==> src/rtl/fifo_drain_ctrl.sv <==
// ============================================================================
// fifo_drain_ctrl
// ----------------------------------------------------------------------------
// Read-side controller for a synchronous FIFO with one cycle of read latency.
// It issues fifo_rd_en, captures fifo_data_out on the following edge into a
// 2-entry skid buffer, and presents the words on a valid/ready stream. The
// consumer therefore never has to track the FIFO read latency.
//
// Ports
//   clk             system clock, rising edge
//   rst_n           asynchronous active-low reset
//   enable          level: 1 = drain the FIFO, 0 = stop issuing reads
//   err_clr         one-cycle pulse: clears err_underflow and leaves ERR
//   fifo_empty      FIFO empty flag
//   fifo_underflow  FIFO underflow flag (registered in the FIFO)
//   fifo_data_out   FIFO read data, valid the cycle after fifo_rd_en
//   fifo_rd_en      FIFO read enable (combinational, depends on m_ready)
//   m_valid         stream valid
//   m_data          stream data (head of the skid buffer)
//   m_ready         stream ready
//   busy            high while in RUN or STOP
//   err_underflow   sticky underflow indication
//   word_cnt        number of words accepted downstream, wraps
// ============================================================================
module fifo_drain_ctrl #(
    parameter int FIFO_WIDTH = 16,
    parameter int CNT_WIDTH  = 16
) (
    input  logic                  clk,
    input  logic                  rst_n,
    input  logic                  enable,
    input  logic                  err_clr,
    input  logic                  fifo_empty,
    input  logic                  fifo_underflow,
    input  logic [FIFO_WIDTH-1:0] fifo_data_out,
    output logic                  fifo_rd_en,
    output logic                  m_valid,
    output logic [FIFO_WIDTH-1:0] m_data,
    input  logic                  m_ready,
    output logic                  busy,
    output logic                  err_underflow,
    output logic [CNT_WIDTH-1:0]  word_cnt
);

    typedef enum logic [1:0] {
        ST_IDLE = 2'd0,
        ST_RUN  = 2'd1,
        ST_STOP = 2'd2,
        ST_ERR  = 2'd3
    } state_t;

    state_t                state_q,    state_d;
    logic [1:0]            buf_cnt_q,  buf_cnt_d;
    logic                  inflight_q, inflight_d;
    logic [FIFO_WIDTH-1:0] ent0_q,     ent0_d;     // head (oldest) entry
    logic [FIFO_WIDTH-1:0] ent1_q,     ent1_d;
    logic                  err_q,      err_d;
    logic [CNT_WIDTH-1:0]  cnt_q,      cnt_d;

    logic                  pop_s;
    logic                  rd_en_s;
    logic [2:0]            owned_s;

    // A pop needs at least one buffered word, so owned_s cannot go negative.
    assign pop_s   = (buf_cnt_q != 2'd0) & m_ready;
    assign owned_s = {1'b0, buf_cnt_q} + {2'b00, inflight_q} - {2'b00, pop_s};
    // Only read when the word is guaranteed a free buffer slot on arrival.
    assign rd_en_s = (state_q == ST_RUN) & ~fifo_empty & (owned_s < 3'd2);

    assign fifo_rd_en    = rd_en_s;
    assign m_valid       = (buf_cnt_q != 2'd0);
    assign m_data        = ent0_q;
    assign busy          = (state_q == ST_RUN) | (state_q == ST_STOP);
    assign err_underflow = err_q;
    assign word_cnt      = cnt_q;

    // Next-state logic for the control FSM and the sticky error flag.
    always_comb begin
        state_d = state_q;
        err_d   = err_q;
        case (state_q)
            ST_IDLE: begin
                if (enable) begin
                    state_d = ST_RUN;
                end else begin
                    state_d = ST_IDLE;
                end
            end
            ST_RUN: begin
                if (fifo_underflow) begin
                    state_d = ST_ERR;
                end else if (!enable) begin
                    state_d = ST_STOP;
                end else begin
                    state_d = ST_RUN;
                end
            end
            ST_STOP: begin
                if (enable) begin
                    state_d = ST_RUN;
                end else if (!inflight_q && (buf_cnt_q == 2'd0)) begin
                    state_d = ST_IDLE;
                end else begin
                    state_d = ST_STOP;
                end
            end
            ST_ERR: begin
                if (err_clr) begin
                    state_d = ST_IDLE;
                end else begin
                    state_d = ST_ERR;
                end
            end
            default: begin
                state_d = ST_IDLE;
            end
        endcase

        // Clear wins over a simultaneous underflow.
        if (err_clr) begin
            err_d = 1'b0;
        end else if (fifo_underflow) begin
            err_d = 1'b1;
        end else begin
            err_d = err_q;
        end
    end

    // Skid-buffer update: push the landing word, pop the head, keep order.
    always_comb begin
        ent0_d     = ent0_q;
        ent1_d     = ent1_q;
        buf_cnt_d  = buf_cnt_q;
        inflight_d = rd_en_s;
        case ({inflight_q, pop_s})
            2'b10: begin
                if (buf_cnt_q == 2'd0) begin
                    ent0_d = fifo_data_out;
                end else begin
                    ent1_d = fifo_data_out;
                end
                buf_cnt_d = buf_cnt_q + 2'd1;
            end
            2'b01: begin
                ent0_d    = ent1_q;
                buf_cnt_d = buf_cnt_q - 2'd1;
            end
            2'b11: begin
                // Occupancy unchanged; the new word goes behind any survivor.
                if (buf_cnt_q == 2'd1) begin
                    ent0_d = fifo_data_out;
                end else begin
                    ent0_d = ent1_q;
                    ent1_d = fifo_data_out;
                end
            end
            default: begin
                buf_cnt_d = buf_cnt_q;
            end
        endcase
    end

    // Accepted-word counter; wraps naturally at 2^CNT_WIDTH.
    always_comb begin
        if (pop_s) begin
            cnt_d = cnt_q + {{(CNT_WIDTH-1){1'b0}}, 1'b1};
        end else begin
            cnt_d = cnt_q;
        end
    end

    // State and datapath registers with asynchronous reset.
    always_ff @(posedge clk or negedge rst_n) begin
        if (!rst_n) begin
            state_q    <= ST_IDLE;
            buf_cnt_q  <= 2'd0;
            inflight_q <= 1'b0;
            ent0_q     <= {FIFO_WIDTH{1'b0}};
            ent1_q     <= {FIFO_WIDTH{1'b0}};
            err_q      <= 1'b0;
            cnt_q      <= {CNT_WIDTH{1'b0}};
        end else begin
            state_q    <= state_d;
            buf_cnt_q  <= buf_cnt_d;
            inflight_q <= inflight_d;
            ent0_q     <= ent0_d;
            ent1_q     <= ent1_d;
            err_q      <= err_d;
            cnt_q      <= cnt_d;
        end
    end

endmodule

==> config.mk <==
export PLATFORM = sky130hd
export DESIGN_NAME = fifo_drain_ctrl
export DESIGN_NICKNAME = d
export VERILOG_FILES = /design/src/rtl/fifo_drain_ctrl.sv
export SDC_FILE = /design/constraint.sdc
export NUM_CORES = 1
export LEC_CHECK = 0
export ABC_AREA = 0
export CAP_MARGIN = 30
export CORE_ASPECT_RATIO = 0.75
export CORE_UTILIZATION = 51
export CTS_BUF_LIST = sky130_fd_sc_hd__clkbuf_4 sky130_fd_sc_hd__clkbuf_8
export DETAILED_ROUTE_END_ITERATION = 12
export PLACE_DENSITY = 0.78
export SYNTH_ARGS = -nofsm -noshare
export SYNTH_HDL_FRONTEND = slang
export SYNTH_SLANG_ARGS = --single-unit
==> constraint.sdc <==
create_clock -name clk -period 4 [get_ports clk]
set_input_delay 0.8 -clock clk [delete_from_list [all_inputs] [get_ports clk]]
set_output_delay 0.8 -clock clk [all_outputs]
set_load 0.01 [all_outputs]
# After elaboration in Yosys (flattened, before gate mapping)
# Index checks and enable logic that the tools add are counted.
[totals] register_bits=54 latchBits=0 mem_bits_rw=0 romBits=0 inputBits=23 out_inout_bits=36 wordCells=55 memories=0
[classes] n_addsub=5 n_mul=0 div_mod_pow=0 magnitude_cmp=1 n_eq_ne=10 shift=0 n_mux=16 n_bitwise=5 reduce_logical=11
[ops] op="16-bit 2-to-1 mux" n=4
[ops] op="16-bit one-hot mux with 3 select lines" n=1
[ops] op="16-bit one-hot mux with 2 select lines" n=1
[ops] op="16-bit by 1-bit adder with 16-bit output, second input constant" n=1
[ops] op="2-bit 2-to-1 mux" n=5
[ops] op="2-bit equality test, second input constant" n=4
[ops] op="2-bit one-hot mux with 4 select lines" n=1
[ops] op="2-bit nonzero test" n=4
[ops] op="2-bit by 1-bit equality test with 1-bit output, second input constant" n=3
[ops] op="2-bit != test, second input constant" n=3
[ops] op="2-bit logical NOT" n=2
[ops] op="2-bit one-hot mux with 2 select lines" n=1
[ops] op="2-bit by 1-bit adder with 3-bit output" n=1
[ops] op="1-bit bitwise AND" n=3
[ops] op="3-bit by 2-bit < comparator with 1-bit output, second input constant" n=1
[ops] op="1-bit 2-to-1 mux" n=3
[ops] op="3-bit AND reduction" n=1
[ops] op="3-bit nonzero test" n=1
[ops] op="3-bit by 1-bit subtractor with 3-bit output" n=1
[ops] op="2-bit by 1-bit adder with 2-bit output, second input constant" n=1
[ops] op="2-bit AND reduction" n=1
[ops] op="2-bit by 1-bit subtractor with 2-bit output, second input constant" n=1
[ops] op="1-bit logical AND" n=1
[ops] op="1-bit logical NOT" n=1
[ops] op="2 further kinds" n=2

# Depth between registers and ports, before layout
# Gate-level depths: netlist of the first run.
[logic_depth] word_depth=5 depth_mapped=10 ltp_nobuf=9

# Worst setup path after synthesis of the first run
# OpenSTA, ideal clock, no wires.
[synth_path] path_kind="input port to output port" startpoint="input port m_ready" endpoint="output port fifo_rd_en" t_arrival_ns=2.540 t_required_ns=3.200 setup_slack_ns=0.660 path_stages=8 path_buffers=1 path_cell_list="nor2b_1 -> clkbuf_1 -> inv_1 -> ha_1 -> nand2b_1 -> fa_1 -> xor2_1 -> nor3_1"
[synth_via] elab_chain_cells=4
[synth_lines] item="from (decl)" line_no="39" text="input logic m_ready,"
[synth_lines] item="1-bit bitwise AND" line_no="65" text="assign pop_s = (buf_cnt_q != 2'd0) & m_ready;"
[synth_lines] item="3-bit by 1-bit subtractor with 3-bit output" line_no="66" text="assign owned_s = {1'b0, buf_cnt_q} + {2'b00, inflight_q} - {2'b00, pop_s};"
[synth_lines] item="3-bit by 2-bit < comparator with 1-bit output" line_no="68" text="assign rd_en_s = (state_q == ST_RUN) & ~fifo_empty & (owned_s < 3'd2);"
[synth_lines] item="1-bit bitwise AND" line_no="68"
[synth_lines] item="to (decl)" line_no="36" text="output logic fifo_rd_en,"
# No other way between the ends.

# Worst setup path in the final report of the first run
# Same ends and word-level chain as after synthesis.

==> impl_metrics.toml, run 1 <==
[detailed_routing]
drt-total-wl_um = 4436
via_per_inst = 5.167
ant_nets = 0
drc = 0
drtIter0Drc = 63
vias = 1700
first_pass_iters = 3
drt-wirelength-per-cell_um = 13.48

[synth]
synth-edff-count = 0
mappedNetlistArea_um2 = 2465
synthCells = 209
synth.area.top_cells = "dfrtp_1 55%, mux2_2 7.8%, mux2i_1 6.5%, xnor2_1 4.6%, ha_1 4.6%"
synth_top_cell_by_area = "dfrtp_1"
ys_seq_area_share_pct = 54.82
async_reset_ff_share_pct = 100.0
yosys.area.top_type_share_pct = 54.82
ys_seq_elements = 54
yosys_warnings = 0
synth_fp_nets = 242
synth_commonest_cells = "54 x dfrtp_1, 28 x nand2_1, 18 x o21ai_0"
syn_area_per_cell_um2 = 11.79
ys.flop_type = "dfrtp_1"
synth.most_common_cell = "dfrtp_1"
synth_cell_types = 31

[timing]
finalHoldViolations = 0
slew_headroom_pct = 61.34
final.setup.tns_ps = 0
skew_ps = 4.857
period_minus_slack_ps = 3828
rsz0062_at_grt = "false"
fmax_mhz = 261.2
tightestPinTransition_ps = 578.5
drv_slew = 0
period_share_pct = 95.70
setup_violations = 0

[floorplanning]
fp.dieH_um = 62.21
rows = 21
fp.dieArea_um2 = 5118
die_w_um = 82.28
ioPinCount = 59
coreArea_um2 = 4546
initial_utilization_pct = 54.23

[worst_setup_path]
worst_ep_arrival_time_ps = 3030
r2r_start = "buf_cnt_q[1]"
crit_type = "input port to output pin"
startpoint = "m_ready"
crit_fanout = 2
r2r_slack_ps = 1680
start_kind = "input port"
cp-end-kind = "output pin"
cp_data_required_time_ps = 3200
r2r_cells = 9

[finish]
nNetsFinal = 305
drive_gt1_share_pct = 12.13
n_antenna_cell = 0
final_area_um2 = 3198
area_delta_synth_final_pct = 29.75

[power_and_ir_drop]
p_leak_nw = 1.462
peakVddDrop_mv = 0.3601
total_power_w = 0.002040
p_per_area_nw_per_um2 = 637.9

[global_routing]
antenna_found_initial = 0
grt_pass1_wl_um = 7576
grt_overflow = 0
grtUsageTotal_pct = 19.71
first_global_vias = 1695
grt_max_degree = 33

[worst_hold_path]
hp-class = "input port to asynchronous set/reset pin"

[clocking]
cts-root-buf = "clkbuf_8"
clkLatencyLatePin_ps = 300
cts.sink_count = 54
cts_setup_buffers = 0
cts_tree = "built"
clk_pin_slew_ps = 90
clockBufferDepth = 2
holdBufCountCts = 0
htreeDepth = 2
cts_buffers = 5

[placement]
placed_cell_area_um2 = 3115
dpl.hpwl_um = 3262
io_buffer_count = 58
routabilityCongestion = 0.7368

[flow_run]
drv_cap = 0

[outcome]
status = "complete, no violations"
-- cell type report --
cell class	instances	area (µm²)
inverter	7	26.28
fill	355	1348
sequential	54	1351
tap	57	71.32
multi-input combinational	141	1054
timing repair buffer	63	611.8
clock inverter	1	7.507
clock buffer	6	76.32
-- flip-flops by register name (all words and copies together), names as in the netlist --
name,cells
err_underflow,1
state_q,2
inflight_q,1
word_cnt,16
m_data,16
ent1_q,16
buf_cnt_q,2
-- path summary, 6_finish.rpt --
kind | to
hold / removal | word_cnt[9]
setup / recovery | fifo_rd_en
setup reg to reg | inflight_q
max in group asynchronous | ent1_q[12]
hold reg to reg | m_data[8]
min in group clk | m_data[8]
-- report_power, final --
group	switching, W	leakage [nW]	internal, W
clock network	0.000165	0.0407	0.000127
registers	0.000131	0.690	0.000747
logic	0.000385	0.732	0.000485
total	0.000681	1.46	0.00136
-- timing repair --
item | 4_1_cts | 5_1_grt
endpoints found under the setup margin | 1 | 0
hold endpoints to repair | 0 | 0
resized for setup | 1 | 0
-- cell families (layout without fill, tap and decap cells) --
logic type	after synthesis	after routing	synth area share, %
AND/OR/NAND/NOR	55	55	10.76
adder cells (fa/ha/maj)	10	10	5.381
buffers and inverters	14	77	2.589
XOR/XNOR	18	18	6.396
multiplexers	33	33	14.26
AO/OA/AOI/OAI	25	25	5.787
flip-flops	54	54	54.82
-- per-layer routing --
layer | global-route usage [%] | wire length [µm] | up-vias
met5 | 0 | 0 | -
met4 | 6.140 | 70 | 0
met3 | 4.412 | 190 | 7
met2 | 32.95 | 2137 | 38
met1 | 25.12 | 2038 | 829
li1 | - | - | 826
-- worst max-delay path: stages --
cell and delay, ps:
clkdlybuf4s50_1 470, nor2b_1 160, inv_1 60, ha_1 280, nand2b_1 170, fa_1 420
xor2_1 150, nor3_1 210, dlygate4sd2_1 290
-- stage by stage --
stage	utilization (%)	instances	worst slack, ps	hold slack [ps]
after global routing	70.36	329	59.80	510.7
after floorplan	-	209	660.3	479.9
after detailed placement	68.54	322	-127.0	469.8
after global placement	68.54	322	-88.60	460.2
final	70.36	329	172.0	476.2
after CTS	70.36	329	155.0	487.1
-- cells in the final DEF, fill, tap and decap left out, types with 2 or more instances in the layout --
| cell | instances |
|---|---|
| nor2_1 | 5 |
| nand3_1 | 4 |
| clkbuf_8 | 5 |
| nand2_1 | 28 |
| a21oi_1 | 2 |
| mux2i_1 | 16 |
| nor3_1 | 2 |
| buf_4 | 5 |
| o21ai_0 | 18 |
| nand2b_1 | 2 |
| dfrtp_1 | 54 |
| and3_1 | 4 |
| mux2_2 | 17 |
| nand4_1 | 3 |
| xnor2_1 | 13 |
| clkdlybuf4s50_1 | 56 |
| ha_1 | 9 |
| inv_1 | 7 |
| xor2_1 | 5 |
No activity file was read; power rests on OpenSTA's default activity.
==> inputs of run 2 (changes only) <==
Settings changed: MAX_ROUTING_LAYER set to met4.
==> results of run 2 <==
No change in the layout: final DEF, timing and power equal those of run 1.
Among the figures that moved: final weighted congestion in routability-driven placement 0.7368 -> 0.7459; overall routing resource usage 19.71% -> 20.28%
==> inputs of run 3 (changes only) <==
Settings changed: PLACE_DENSITY 0.78 to 0.81.
==> impl_metrics.toml, run 3 (synthesized netlist as in run 1, its figures left out) <==
[detailed_routing]
via_per_inst = 5.112
first_pass_iters = 4
drtIter0Drc = 70
drt-total-wl_um = 4458
ant_nets = 0
drc = 0
vias = 1687
drt-wirelength-per-cell_um = 13.51

[power_and_ir_drop]
p_per_area_nw_per_um2 = 638.7
power_frac_seq_pct = 42.8
comb_power_share_pct = 42.5
power_switching_share_pct = 33.54
peakVddDrop_mv = 0.3459
p_leak_nw = 1.471
p_clk_share_pct = 14.7
power.internal_w = 0.001361
switchingPower_w = 0.0006870
total_power_w = 0.002048

[worst_setup_path]
crit_type = "input port to output pin"
cp-end-kind = "output pin"
worst_ep_arrival_time_ps = 2980
start_kind = "input port"
cp_data_required_time_ps = 3200
crit_fanout = 2

[floorplanning]
initial_utilization_pct = 54.23
fp.dieArea_um2 = 5118
die_w_um = 82.28
rows = 21
coreArea_um2 = 4546
fp.dieH_um = 62.21
ioPinCount = 59

[timing]
slew_headroom_pct = 63.40
period_minus_slack_ps = 3784
tightestPinTransition_ps = 548.4
rsz0062_at_grt = "false"
finalHoldViolations = 0
period_share_pct = 94.60
skew_ps = 6.087
setup_violations = 0
fmax_mhz = 264.3
drv_slew = 0

[finish]
fillCellCount = 356
drive_gt1_share_pct = 12.82
area_delta_synth_final_pct = 30.10
multi_input_area_um2 = 1056
nNetsFinal = 305
fin_cells = 330
final_common_cell = "clkdlybuf4s50_1"
final_cell_mix = "56 x clkdlybuf4s50_1, 54 x dfrtp_1, 28 x nand2_1"
n_antenna_cell = 0
seq_area_um2 = 1351

[clocking]
htreeDepth = 2
cts_buffers = 5
cts.sink_count = 54
cts_tree = "built"
clkLatencyLatePin_ps = 300
clk_pin_slew_ps = 90
clockBufferDepth = 2
holdBufCountCts = 0
cts-root-buf = "clkbuf_8"

[flow_run]
drv_cap = 0

[worst_hold_path]
hp-class = "input port to asynchronous set/reset pin"

[global_routing]
grt_max_degree = 34
first_global_vias = 1617
grt_overflow = 0
grtUsageTotal_pct = 20.43
grt_pass1_wl_um = 7583
antenna_found_initial = 0

[placement]
dpl.hpwl_um = 3194
dp_cells = 322
routabilityCongestion = 0.7611
io_buffer_count = 58

[outcome]
status = "complete, no violations"
-- run 3: cell types whose count changed in the layout (fill, tap and decap cells not counted), sizes merged --
cell	previous run	this run
clkinvlp	1	0
clkinv	0	2
-- run 3: worst paths after layout --
kind | to | cells past startpoint | slack [ps] | start
worst max-delay path | fifo_rd_en | 9 | 220 | m_ready
max in group asynchronous | ent1_q[11] | 2 | 2730 | rst_n
min in group clk | word_cnt[15] | 1 | 480 | word_cnt[15]
worst min-delay path | word_cnt[7] | 1 | 450 | rst_n
worst max register to register | inflight_q | 9 | 1750 | buf_cnt_q[1]
worst min register to register | word_cnt[15] | 1 | 480 | word_cnt[15]
-- run 3: routing by layer --
metal  part of all wire (%)  up-vias  GRT usage (%)
li1                       -      831              -
met1                     47      802          26.10
met2                     48       49          32.23
met3                    4.8        5          4.853
met4                   0.99        0          5.921
met5                      0        -              -
-- run 3: stage by stage --
step | setup TNS, ps | hold WS, ps | setup WS (ps) | util, % | cell area, µm²
final | 0 | 452.4 | 216.2 | 70.55 | 3207
after global placement | -81.71 | 460.1 | -81.71 | 68.54 | 3115
after floorplan | 0 | 479.9 | 660.3 | - | 2465
after global routing | 0 | 486.0 | 49.02 | 70.55 | 3207
after CTS | 0 | 471.5 | 154.4 | 70.49 | 3204
after detailed placement | -129.3 | 461.4 | -129.3 | 68.54 | 3115
-- run 3: power by group through the flow --
stage / registers (W) / logic (W) / clock network, W
4_1_cts: 0.000879 / 0.000882 / 0.000312
6_report: 0.000877 / 0.000871 / 0.000301
3_3_place_gp: 0.000879 / 0.000854 / 0
3_5_place_dp: 0.000890 / 0.000879 / 0
5_1_grt: 0.000907 / 0.000965 / 0.000333
2_1_floorplan: 0.000915 / 0.000476 / 0
-- run 3: what timing repair did --
item	4_1_cts	5_1_grt
endpoints found under the setup margin	1	1
gates resized for setup	1	1
gates cloned	0	0
buffers inserted	0	0
-- run 3: critical path, stage by stage --
cell	delay, ps
clkdlybuf4s50_1	480
nor2b_2	160
inv_1	50
ha_1	280
nand2b_1	170
fa_1	400
xor2_1	150
nor3_1	200
dlygate4sd2_1	290
-- run 3: cell type report --
type | instances | area share [%]
Timing Repair Buffer | 63 | 19.08
Tap cell | 57 | 2.224
Multi-Input combinational cell | 141 | 32.93
Inverter | 7 | 0.8194
Clock buffer | 6 | 2.380
Clock inverter | 2 | 0.4292
Sequential cell | 54 | 42.14
